## src/rtl/axi_write_queue_if.sv

```systemverilog
`default_nettype none
// ============================================================================
// Module   : ADAM_SEQ
// Brief    : Clock/reset bundle; rst is asynchronous active-low (0 = reset).
// Revision : 1.0
// ============================================================================
interface ADAM_SEQ;
    logic clk;
    logic rst;

    modport Master (output clk, output rst);
    modport Slave  (input  clk, input  rst);
endinterface
`default_nettype wire

```

## src/rtl/axi_write_queue.sv

```systemverilog
`default_nettype none
// ============================================================================
// Module   : axi_write_queue
// Brief    : Circular write-command queue feeding an AXI-Lite write stage
//            through a two-state req/ack issue FSM.
// Revision : 1.0
// ============================================================================
module axi_write_queue #(
    parameter int DEPTH  = 4,
    parameter int ADDR_W = 32,
    parameter int DATA_W = 32
) (
    ADAM_SEQ.Slave                   seq_port,
    input  logic                     push_valid_i,
    output logic                     push_ready_o,
    input  logic [ADDR_W-1:0]        push_adress_i,
    input  logic [DATA_W-1:0]        push_data_i,
    input  logic                     flush_i,
    output logic                     fsm_req_o,
    output logic [ADDR_W-1:0]        fsm_adress_o,
    output logic [DATA_W-1:0]        fsm_data_o,
    input  logic                     fsm_ack_i,
    output logic [$clog2(DEPTH):0]   count_o,
    output logic                     empty_o,
    output logic                     full_o,
    output logic                     overflow_o
);

    localparam int c_PTR_W = $clog2(DEPTH);
    localparam int c_CNT_W = c_PTR_W + 1;
    localparam logic [c_PTR_W-1:0] c_PTR_ONE  = c_PTR_W'(1);
    localparam logic [c_CNT_W-1:0] c_CNT_ONE  = c_CNT_W'(1);
    localparam logic [c_CNT_W-1:0] c_CNT_FULL = c_CNT_W'(DEPTH);

    typedef enum logic [0:0] {
        ST_IDLE = 1'b0,
        ST_REQ  = 1'b1
    } state_t;

    state_t              r_state;
    logic [c_PTR_W-1:0]  r_wr_ptr;
    logic [c_PTR_W-1:0]  r_rd_ptr;
    logic [c_CNT_W-1:0]  r_count;
    logic                r_overflow;
    logic [ADDR_W-1:0]   r_head_addr;
    logic [DATA_W-1:0]   r_head_data;
    logic [ADDR_W-1:0]   r_mem_addr [DEPTH];
    logic [DATA_W-1:0]   r_mem_data [DEPTH];

    logic w_full;
    logic w_push;
    logic w_pop;

    // Readiness uses registered occupancy only: a pop in the same cycle
    // never frees a slot for a push while full.
    assign w_full       = (r_count == c_CNT_FULL);
    assign push_ready_o = !w_full && !flush_i;
    assign w_push       = push_valid_i && push_ready_o;
    assign w_pop        = (r_state == ST_REQ) && fsm_ack_i && !flush_i;

    assign fsm_req_o    = (r_state == ST_REQ);
    assign fsm_adress_o = r_head_addr;
    assign fsm_data_o   = r_head_data;
    assign count_o      = r_count;
    assign empty_o      = (r_count == '0);
    assign full_o       = w_full;
    assign overflow_o   = r_overflow;

    always_ff @(posedge seq_port.clk) begin
        if (w_push) begin
            r_mem_addr[r_wr_ptr] <= push_adress_i;
            r_mem_data[r_wr_ptr] <= push_data_i;
        end
    end

    always_ff @(posedge seq_port.clk or negedge seq_port.rst) begin
        if (!seq_port.rst) begin
            r_state     <= ST_IDLE;
            r_wr_ptr    <= '0;
            r_rd_ptr    <= '0;
            r_count     <= '0;
            r_overflow  <= 1'b0;
            r_head_addr <= '0;
            r_head_data <= '0;
        end else if (flush_i) begin
            r_state    <= ST_IDLE;
            r_wr_ptr   <= '0;
            r_rd_ptr   <= '0;
            r_count    <= '0;
            r_overflow <= 1'b0;
        end else begin
            if (push_valid_i && !push_ready_o) begin
                r_overflow <= 1'b1;
            end
            if (w_push) begin
                r_wr_ptr <= r_wr_ptr + c_PTR_ONE;
            end
            if (w_pop) begin
                r_rd_ptr <= r_rd_ptr + c_PTR_ONE;
            end
            case ({w_push, w_pop})
                2'b10:   r_count <= r_count + c_CNT_ONE;
                2'b01:   r_count <= r_count - c_CNT_ONE;
                default: r_count <= r_count;
            endcase

            // Head is latched on entry to REQ so it stays frozen for the
            // whole request and keeps its last value while idle.
            case (r_state)
                ST_IDLE: begin
                    if (r_count != '0) begin
                        r_state     <= ST_REQ;
                        r_head_addr <= r_mem_addr[r_rd_ptr];
                        r_head_data <= r_mem_data[r_rd_ptr];
                    end
                end
                ST_REQ: begin
                    if (fsm_ack_i) begin
                        r_state <= ST_IDLE;
                    end
                end
                default: r_state <= ST_IDLE;
            endcase
        end
    end

endmodule
`default_nettype wire

```

## src/flat_wrapper.sv

```systemverilog
// flat-port wrapper written by rule: the top's interface ports become plain ports
module axi_write_queue_flat 
#(
    parameter int DEPTH  = 4,
    parameter int ADDR_W = 32,
    parameter int DATA_W = 32
)
  (push_valid_i, push_ready_o, push_adress_i, push_data_i, flush_i, fsm_req_o, fsm_adress_o, fsm_data_o, fsm_ack_i, count_o, empty_o, full_o, overflow_o, seq_port_clk, seq_port_rst);
  ADAM_SEQ seq_port_i ();
  input  logic push_valid_i;
  output logic push_ready_o;
  input  logic [ADDR_W-1:0] push_adress_i;
  input  logic [DATA_W-1:0] push_data_i;
  input  logic flush_i;
  output logic fsm_req_o;
  output logic [ADDR_W-1:0] fsm_adress_o;
  output logic [DATA_W-1:0] fsm_data_o;
  input  logic fsm_ack_i;
  output logic [$clog2(DEPTH):0] count_o;
  output logic empty_o;
  output logic full_o;
  output logic overflow_o;
  input wire logic [$bits(seq_port_i.clk)-1:0] seq_port_clk;
  input wire logic [$bits(seq_port_i.rst)-1:0] seq_port_rst;
  assign seq_port_i.clk = seq_port_clk;
  assign seq_port_i.rst = seq_port_rst;
  axi_write_queue #(.DEPTH(DEPTH), .ADDR_W(ADDR_W), .DATA_W(DATA_W)) u_core (.seq_port(seq_port_i), .push_valid_i(push_valid_i), .push_ready_o(push_ready_o), .push_adress_i(push_adress_i), .push_data_i(push_data_i), .flush_i(flush_i), .fsm_req_o(fsm_req_o), .fsm_adress_o(fsm_adress_o), .fsm_data_o(fsm_data_o), .fsm_ack_i(fsm_ack_i), .count_o(count_o), .empty_o(empty_o), .full_o(full_o), .overflow_o(overflow_o));
endmodule
```

## config.mk

```make
export PLATFORM = sky130hd
export DESIGN_NAME = axi_write_queue_flat
export DESIGN_NICKNAME = d
export VERILOG_FILES = /design/src/rtl/axi_write_queue_if.sv /design/src/rtl/axi_write_queue.sv /design/src/flat_wrapper.sv
export SDC_FILE = /design/constraint.sdc
export NUM_CORES = 1
export LEC_CHECK = 0
export CAP_MARGIN = 20
export CORE_UTILIZATION = 28
export CTS_CLUSTER_SIZE = 14
export DETAILED_ROUTE_END_ITERATION = 7
export GPL_TIMING_DRIVEN = 0
export PLACE_DENSITY_LB_ADDON = 0.25
export SLEW_MARGIN = 20
export SYNTH_ARGS = -nofsm -noshare
export SYNTH_HDL_FRONTEND = slang
export SYNTH_SLANG_ARGS = --single-unit
```

## constraint.sdc

```tcl
create_clock -name seq_port_clk -period 5.24 [get_ports seq_port_clk]
set_input_delay 0.786 -clock seq_port_clk [delete_from_list [all_inputs] [get_ports seq_port_clk]]
set_output_delay 0.786 -clock seq_port_clk [all_outputs]
set_load 0.03 [all_outputs]
```

; ---- Yosys cells after proc, flatten, opt, wreduce, memory -nomap -nowiden
; Memories as Yosys holds them, arrays and structs flattened. A register that Yosys moved wholly into a read port is not among the register bits.
; Index checks and enable logic that the tools add are counted.
[word_totals]
inputBits = 69
out_inout_bits = 72
reg_bits = 9
mem_count = 2
mem_bits_rw = 256
[op_classes]
mux = 14
n_eq_ne = 3
bitwise = 2
n_reduce_logical = 17
addsub = 4
[memory_table]
columns = name, depth, word_bits, read_ports, rd_clocked_by_memory_dff, write_ports, line
row1 = u_core.r_mem_addr, 4, 32, 1, 1, 1, axi_write_queue.sv:47  ; logic [ADDR_W-1:0] r_mem_addr [DEPTH];
row2 = u_core.r_mem_data, 4, 32, 1, 1, 1, axi_write_queue.sv:48  ; logic [DATA_W-1:0] r_mem_data [DEPTH];
[ops]
columns = cell, n
row1 = $mux W2, 4
row2 = $mux W1, 7
row3 = $pmux W3 S2, 1
row4 = $reduce_bool A2 Y1, 3
row5 = $reduce_bool A3 Y1, 2
row6 = $logic_and A1 B1 Y1, 5
row7 = $logic_not A1 Y1, 5
row8 = $add A2 B1 Y2 const B, 2
row9 = $add A3 B1 Y3 const B, 1
row10 = $eq A3 B3 Y1 const B, 1
row11 = $logic_not A3 Y1, 1
row12 = $mux W3, 1
row13 = $reduce_and A3 Y1, 1
row14 = $sub A3 B1 Y3 const B, 1
row15 = $eq A2 B1 Y1 const B, 1
row16 = $eq A2 B2 Y1 const B, 1
row17 = $not A1 Y1, 2
row18 = $pmux W1 S2, 1

; ---- Longest topological paths before layout
[depth]
word_depth = 7
mapped_depth = 8

; ---- Worst setup path before layout
; No wires, ideal clock.
[synth_path]
path_type = flip-flop to flip-flop
startpoint = register u_core.r_count[1] (netlist: u_core.count_o[1])
endpoint = memory u_core.r_mem_addr[0][0], enable pin
slack_ns = 2.009
t_arrival_ns = 2.802
setup_time_ns = 0.429
required_ns = 4.811
period_less_slack_ns = 3.231
stages_incl_launch_ff = 5
path_cell_list = dfrtp_1 -> or3b_2 -> inv_2 -> nor3_2 -> and2_1
[synth_between]
elab_chain_cells = 6
[synth_rtl]
columns = element, line
row1 = from (decl), axi_write_queue.sv:43  ; logic [c_CNT_W-1:0] r_count;
row2 = from (signal assigned), axi_write_queue.sv:102  ; 2'b10: r_count <= r_count + c_CNT_ONE;
row3 = from (signal assigned), axi_write_queue.sv:103  ; 2'b01: r_count <= r_count - c_CNT_ONE;
row4 = from (signal assigned), axi_write_queue.sv:104  ; default: r_count <= r_count;
row5 = $eq A3 B3 Y1, axi_write_queue.sv:56  ; assign w_full = (r_count == c_CNT_FULL);
row6 = named net full_o, flat_wrapper.sv:21  ; output logic full_o;
row7 = $logic_not A1 Y1, axi_write_queue.sv:57  ; assign push_ready_o = !w_full && !flush_i;
row8 = $logic_and A1 B1 Y1, axi_write_queue.sv:57
row9 = $logic_and A1 B1 Y1, axi_write_queue.sv:58  ; assign w_push = push_valid_i && push_ready_o;
row10 = $mux W1, axi_write_queue.sv:70  ; if (w_push) begin
row11 = $mux W1 (implied by the code), axi_write_queue.sv:71  ; r_mem_addr[r_wr_ptr] <= push_adress_i;
row12 = to (decl), axi_write_queue.sv:47
; The timed path passes the listed nets, and every way through them passes these cells.

; ---- Worst setup path after layout
[layout_path]
startpoint = input port flush_i
endpoint = output port push_ready_o
[layout_between]
elab_chain_cells = 2
[layout_rtl]
columns = element, line
row1 = from (decl), flat_wrapper.sv:14  ; input logic flush_i;
row2 = $logic_not A1 Y1, axi_write_queue.sv:57
row3 = $logic_and A1 B1 Y1, axi_write_queue.sv:57
row4 = to (decl), flat_wrapper.sv:11  ; output logic push_ready_o;
; Every way passes these cells.

==> impl_metrics.prom <==
# TYPE chip_impl_metric gauge
chip_impl_info{name="run_status",value="completed"} 1
chip_impl_metric{name="start_util",unit="%"} 28.3
chip_impl_info{name="worst_path_most_repeated_cell",value="sky130_fd_sc_hd__clkdlybuf4s50_1"} 1
chip_impl_info{name="synth.top_cells.by_count",value="sky130_fd_sc_hd__edfxtp_1 (256), sky130_fd_sc_hd__dfrtp_1 (73), sky130_fd_sc_hd__mux4_2 (64)"} 1
chip_impl_metric{name="final_core_utilization",unit="%"} 36.4
chip_impl_metric{name="hold_ws",unit="ns"} 0.150
chip_impl_metric{name="postCtsResizedCells",unit=""} 0
chip_impl_metric{name="worst-path-buf-inv",unit=""} 3
chip_impl_metric{name="grt_antenna_before_repair",unit=""} 2
chip_impl_info{name="clockRootBuffer",value="sky130_fd_sc_hd__clkbuf_16"} 1
chip_impl_metric{name="fmax",unit="GHz"} 0.305
chip_impl_metric{name="synth_enable_flop_cells",unit=""} 256
chip_impl_metric{name="vias",unit=""} 5733
chip_impl_metric{name="number_of_register_bits_inferred_by_synthesis",unit=""} 329
chip_impl_metric{name="max-slew-margin-rel",unit="%"} 52.6
chip_impl_metric{name="leakage",unit="nW"} 5.59
chip_impl_metric{name="i_o_buffers",unit=""} 140
chip_impl_info{name="worst-setup-path-type",value="input pin to output pin"} 1
chip_impl_metric{name="tritoncts.num_buffers",unit=""} 38
chip_impl_metric{name="post-cts-setup-buffers",unit=""} 0
chip_impl_metric{name="mappedNetlistArea",unit="sq um"} 12500
chip_impl_metric{name="routed_wire_length",unit="um"} 26100
chip_impl_metric{name="power_switching_share",unit="%"} 27.4
chip_impl_metric{name="timing.critical_path.fanout_max",unit=""} 10
chip_impl_metric{name="post_route_cells_drive_above_1_share",unit="%"} 28.3
chip_impl_metric{name="cp_slowest_stage_delay",unit="ns"} 0.61
chip_impl_metric{name="place.detailed.hpwl",unit="um"} 15900
chip_impl_metric{name="p_sw",unit="mW"} 2.18
chip_impl_metric{name="final_min_period_over_clock_period",unit="%"} 62.6
chip_impl_metric{name="postSynth.asyncResetShare",unit="%"} 22.2
chip_impl_metric{name="clock_skew",unit="ns"} 0.0129
chip_impl_metric{name="core.rowCount",unit=""} 77
chip_impl_metric{name="gr-total-overflow",unit=""} 0
chip_impl_metric{name="worst-endpoint-required",unit="ns"} 4.45
chip_impl_info{name="path_cells",value="clkdlybuf4s50_1 -> clkbuf_1 -> nor2_1 -> clkdlybuf4s50_1"} 1
chip_impl_metric{name="clock_tree.buffer_depth",unit=""} 3
chip_impl_metric{name="route.detailed.vias_per_inst",unit=""} 4.27
chip_impl_info{name="slowest_stage",value="sky130_fd_sc_hd__clkdlybuf4s50_1"} 1
chip_impl_metric{name="synth-seq-area-share",unit="%"} 76.2
chip_impl_metric{name="place.detailed.instances",unit=""} 1273
chip_impl_metric{name="power_density_relative_to_cell_area",unit="nW/um^2"} 496
chip_impl_metric{name="clk-insertion-delay-late",unit="ns"} 0.54
chip_impl_info{name="path_delay_family",value="buffers and inverters"} 1
chip_impl_metric{name="post_drt_wl_per_cell",unit="um"} 19.4
chip_impl_metric{name="nNetsFinal",unit=""} 795
chip_impl_info{name="netlist_top_cells_area",value="sky130_fd_sc_hd__edfxtp_1 (62%), sky130_fd_sc_hd__dfrtp_1 (15%), sky130_fd_sc_hd__mux4_2 (12%)"} 1
chip_impl_metric{name="gp_congestion",unit=""} 0.677
chip_impl_metric{name="worst-path-stages",unit=""} 4
chip_impl_metric{name="clock_share_of_power",unit="%"} 33.0
chip_impl_metric{name="power.share.sequential",unit="%"} 42.1
chip_impl_info{name="end_kind",value="output pin"} 1
chip_impl_metric{name="power.ir.vdd_worst",unit="V"} 0.000299
chip_impl_info{name="synthMostInstantiatedCell",value="sky130_fd_sc_hd__edfxtp_1"} 1
chip_impl_info{name="grt_setup_unrepaired",value="no"} 1
chip_impl_info{name="clock_tree_from_tritoncts",value="done"} 1
chip_impl_metric{name="die_height",unit="um"} 213
chip_impl_metric{name="core-area",unit="sq um"} 44100
chip_impl_metric{name="power.combinational.fraction",unit="%"} 24.9
chip_impl_metric{name="post_route_non_filler_standard_cell_count",unit=""} 1343
chip_impl_metric{name="drt_iter0_markers",unit=""} 226
chip_impl_metric{name="reg2reg_depth",unit=""} 6
chip_impl_metric{name="route.detailed.drc",unit=""} 0
chip_impl_metric{name="syn-mean-instance-area",unit="sq um"} 23.4
chip_impl_metric{name="grt_pass1_vias",unit=""} 6290
chip_impl_metric{name="cts.sinks",unit=""} 329
chip_impl_info{name="ys_dominant_reg_cell",value="sky130_fd_sc_hd__edfxtp_1"} 1
chip_impl_metric{name="finalWorstPathRequiredPeriod",unit="ns"} 3.28
chip_impl_metric{name="synth_top_cell_area_share",unit="%"} 61.5
chip_impl_metric{name="die-width",unit="um"} 213
chip_impl_metric{name="drt-pass1-iter-count",unit=""} 6
chip_impl_metric{name="worstPathArrival",unit="ns"} 2.49
chip_impl_metric{name="clk_pin_slew",unit="ns"} 0.05
chip_impl_metric{name="worstMarginPinSlew",unit="ns"} 0.711
chip_impl_metric{name="cts-htree-levels",unit=""} 2
chip_impl_metric{name="grt_first_pass_wirelength",unit="um"} 39300
chip_impl_info{name="holdCritPathClass",value="input pin to async pin"} 1
chip_impl_metric{name="synth_fp_nets",unit=""} 608
chip_impl_metric{name="global_route.usage.total",unit="%"} 11.9
chip_impl_metric{name="p_int",unit="mW"} 5.78
chip_impl_metric{name="io-pin-count",unit=""} 141
chip_impl_metric{name="yosysWarnings",unit=""} 0
chip_impl_metric{name="cell_count_after_synthesis",unit=""} 534
chip_impl_metric{name="dp_slack",unit="ns"} 1.97
chip_impl_info{name="worstSetupStartpointType",value="input pin"} 1
chip_impl_info{name="synth_area_leader_cell",value="sky130_fd_sc_hd__edfxtp_1"} 1
chip_impl_metric{name="layout-area-overhead-vs-synth",unit="%"} 28.5
chip_impl_metric{name="setup_viol",unit=""} 0
chip_impl_metric{name="drv_slew",unit=""} 0
chip_impl_metric{name="largest_net_degree_at_the_start_of_global_routing",unit=""} 42
chip_impl_metric{name="timing.final.hold_violations",unit=""} 0
chip_impl_metric{name="area_enclosed_by_the_die_boundary",unit="sq um"} 45500
chip_impl_metric{name="worst_case_setup_margin_in_the_final_layout",unit="ns"} 1.96
chip_impl_metric{name="ctsHoldBuffers",unit=""} 0
chip_impl_metric{name="maxCapViolations",unit=""} 0
chip_impl_metric{name="route.antenna.remaining_nets",unit=""} 0
chip_impl_metric{name="synth.lib_cells_used.distinct",unit=""} 39
==> cell families (layout without fill, tap and decap cells) <==
| family | Yosys count | in the layout | synth area share, % |
|---|---|---|---|
| flip-flops | 329 | 329 | 76.2 |
| multiplexers | 129 | 129 | 19.2 |
| AND/OR/NAND/NOR | 27 | 27 | 1.32 |
| buffers and inverters | 27 | 243 | 1.80 |
| AO/OA/AOI/OAI | 15 | 15 | 0.781 |
| adder cells (fa/ha/maj) | 5 | 5 | 0.561 |
| XOR/XNOR | 2 | 2 | 0.140 |
| other | 0 | 1 | 0 |
==> worst paths after layout <==
path / startpoint / end / slack (ns)
max in group asynchronous: seq_port_rst / u_core.fsm_adress_o[10] / 4.48
min in group seq_port_clk: u_core.overflow_o / u_core.overflow_o / 0.50
min: seq_port_rst / u_core.fsm_data_o[13] / 0.15
max reg2reg: u_core.count_o[0] / u_core.r_mem_addr[1][8] / 2.74
max: flush_i / push_ready_o / 1.96
min reg2reg: u_core.overflow_o / u_core.overflow_o / 0.50
==> power groups by stage <==
stage / combinational, mW / sequential (mW) / clock (mW)
finish: 1.98 / 3.35 / 2.63
global route: 2.10 / 3.39 / 2.81
CTS: 2.02 / 3.36 / 2.73
detailed placement: 2.02 / 3.40 / 0
global placement: 1.99 / 3.41 / 0
floorplan: 0.708 / 3.87 / 0
==> cell type report <==
type	instances	area, sq um
diodes	1	2.50
plain buffers	23	210
clock buffers	59	1110
clock inverters	10	128
fillers	4148	28100
inverters	4	15.0
multi-input cells	178	2760
flip-flops and latches	329	9510
well taps	592	741
repair buffers	147	1570
==> state kept, by name, indices dropped and copies added, names as in the netlist <==
signal	count
u_core.fsm_req_o	1
u_core.overflow_o	1
u_core.r_mem_addr	128
u_core.r_wr_ptr	2
u_core.fsm_adress_o	32
u_core.r_rd_ptr	2
u_core.count_o	3
u_core.fsm_data_o	32
u_core.r_mem_data	128
==> per-layer routing <==
| metal | part of all wire (%) | wire length, um | track usage [%] |
|---|---|---|---|
| met2 | 49 | 12800 | 19.7 |
| met1 | 43 | 11100 | 14.6 |
| met5 | 0.050 | 13 | 0 |
| met4 | 2.4 | 620 | 4.51 |
| met3 | 5.7 | 1490 | 3.44 |
==> cells in the final DEF (no fill, tap or decap), drive strengths merged <==
cell / Yosys / layout
edfxtp: 256 / 256
buf: 20 / 28
bufinv: 0 / 3
mux2: 65 / 65
xor2: 1 / 1
nor2: 5 / 5
nor4: 1 / 1
and3b: 1 / 1
clkinv: 0 / 7
nand2: 1 / 1
a21oi: 3 / 3
fa: 1 / 1
a21boi: 1 / 1
diode: 0 / 1
a311oi: 1 / 1
o21a: 1 / 1
or3b: 1 / 1
mux4: 64 / 64
inv: 4 / 4
a211oi: 2 / 2
o211ai: 3 / 3
nor3: 5 / 5
xnor2: 1 / 1
clkbuf: 3 / 62
nor3b: 1 / 1
nand3: 2 / 2
nand3b: 1 / 1
dfrtp: 73 / 73
nor2b: 1 / 1
or3: 1 / 1
and2: 6 / 6
clkdlybuf4s50: 0 / 139
nand4b: 1 / 1
ha: 4 / 4
a31oi: 1 / 1
o21ai: 3 / 3
==> worst register-to-register path: stages (launching register included) <==
cell                      delay (ns)
sky130_fd_sc_hd__dfrtp_1        0.54
sky130_fd_sc_hd__or3b_2         0.26
sky130_fd_sc_hd__inv_2          0.08
sky130_fd_sc_hd__nor3_2         0.34
sky130_fd_sc_hd__and2_4         0.46
sky130_fd_sc_hd__buf_12         0.26
sky130_fd_sc_hd__buf_12         0.21
==> stage by stage <==
step                TNS, ns  instance area (sq um)  power [mW]
floorplan                 0                  12500        4.58
global placement     -42.91                  14600        5.40
detailed placement        0                  14800        5.42
CTS                       0                  16000        8.10
global route              0                  16000        8.31
finish                    0                  16100        7.95
Note: power is estimated with default switching activity, not from simulation.
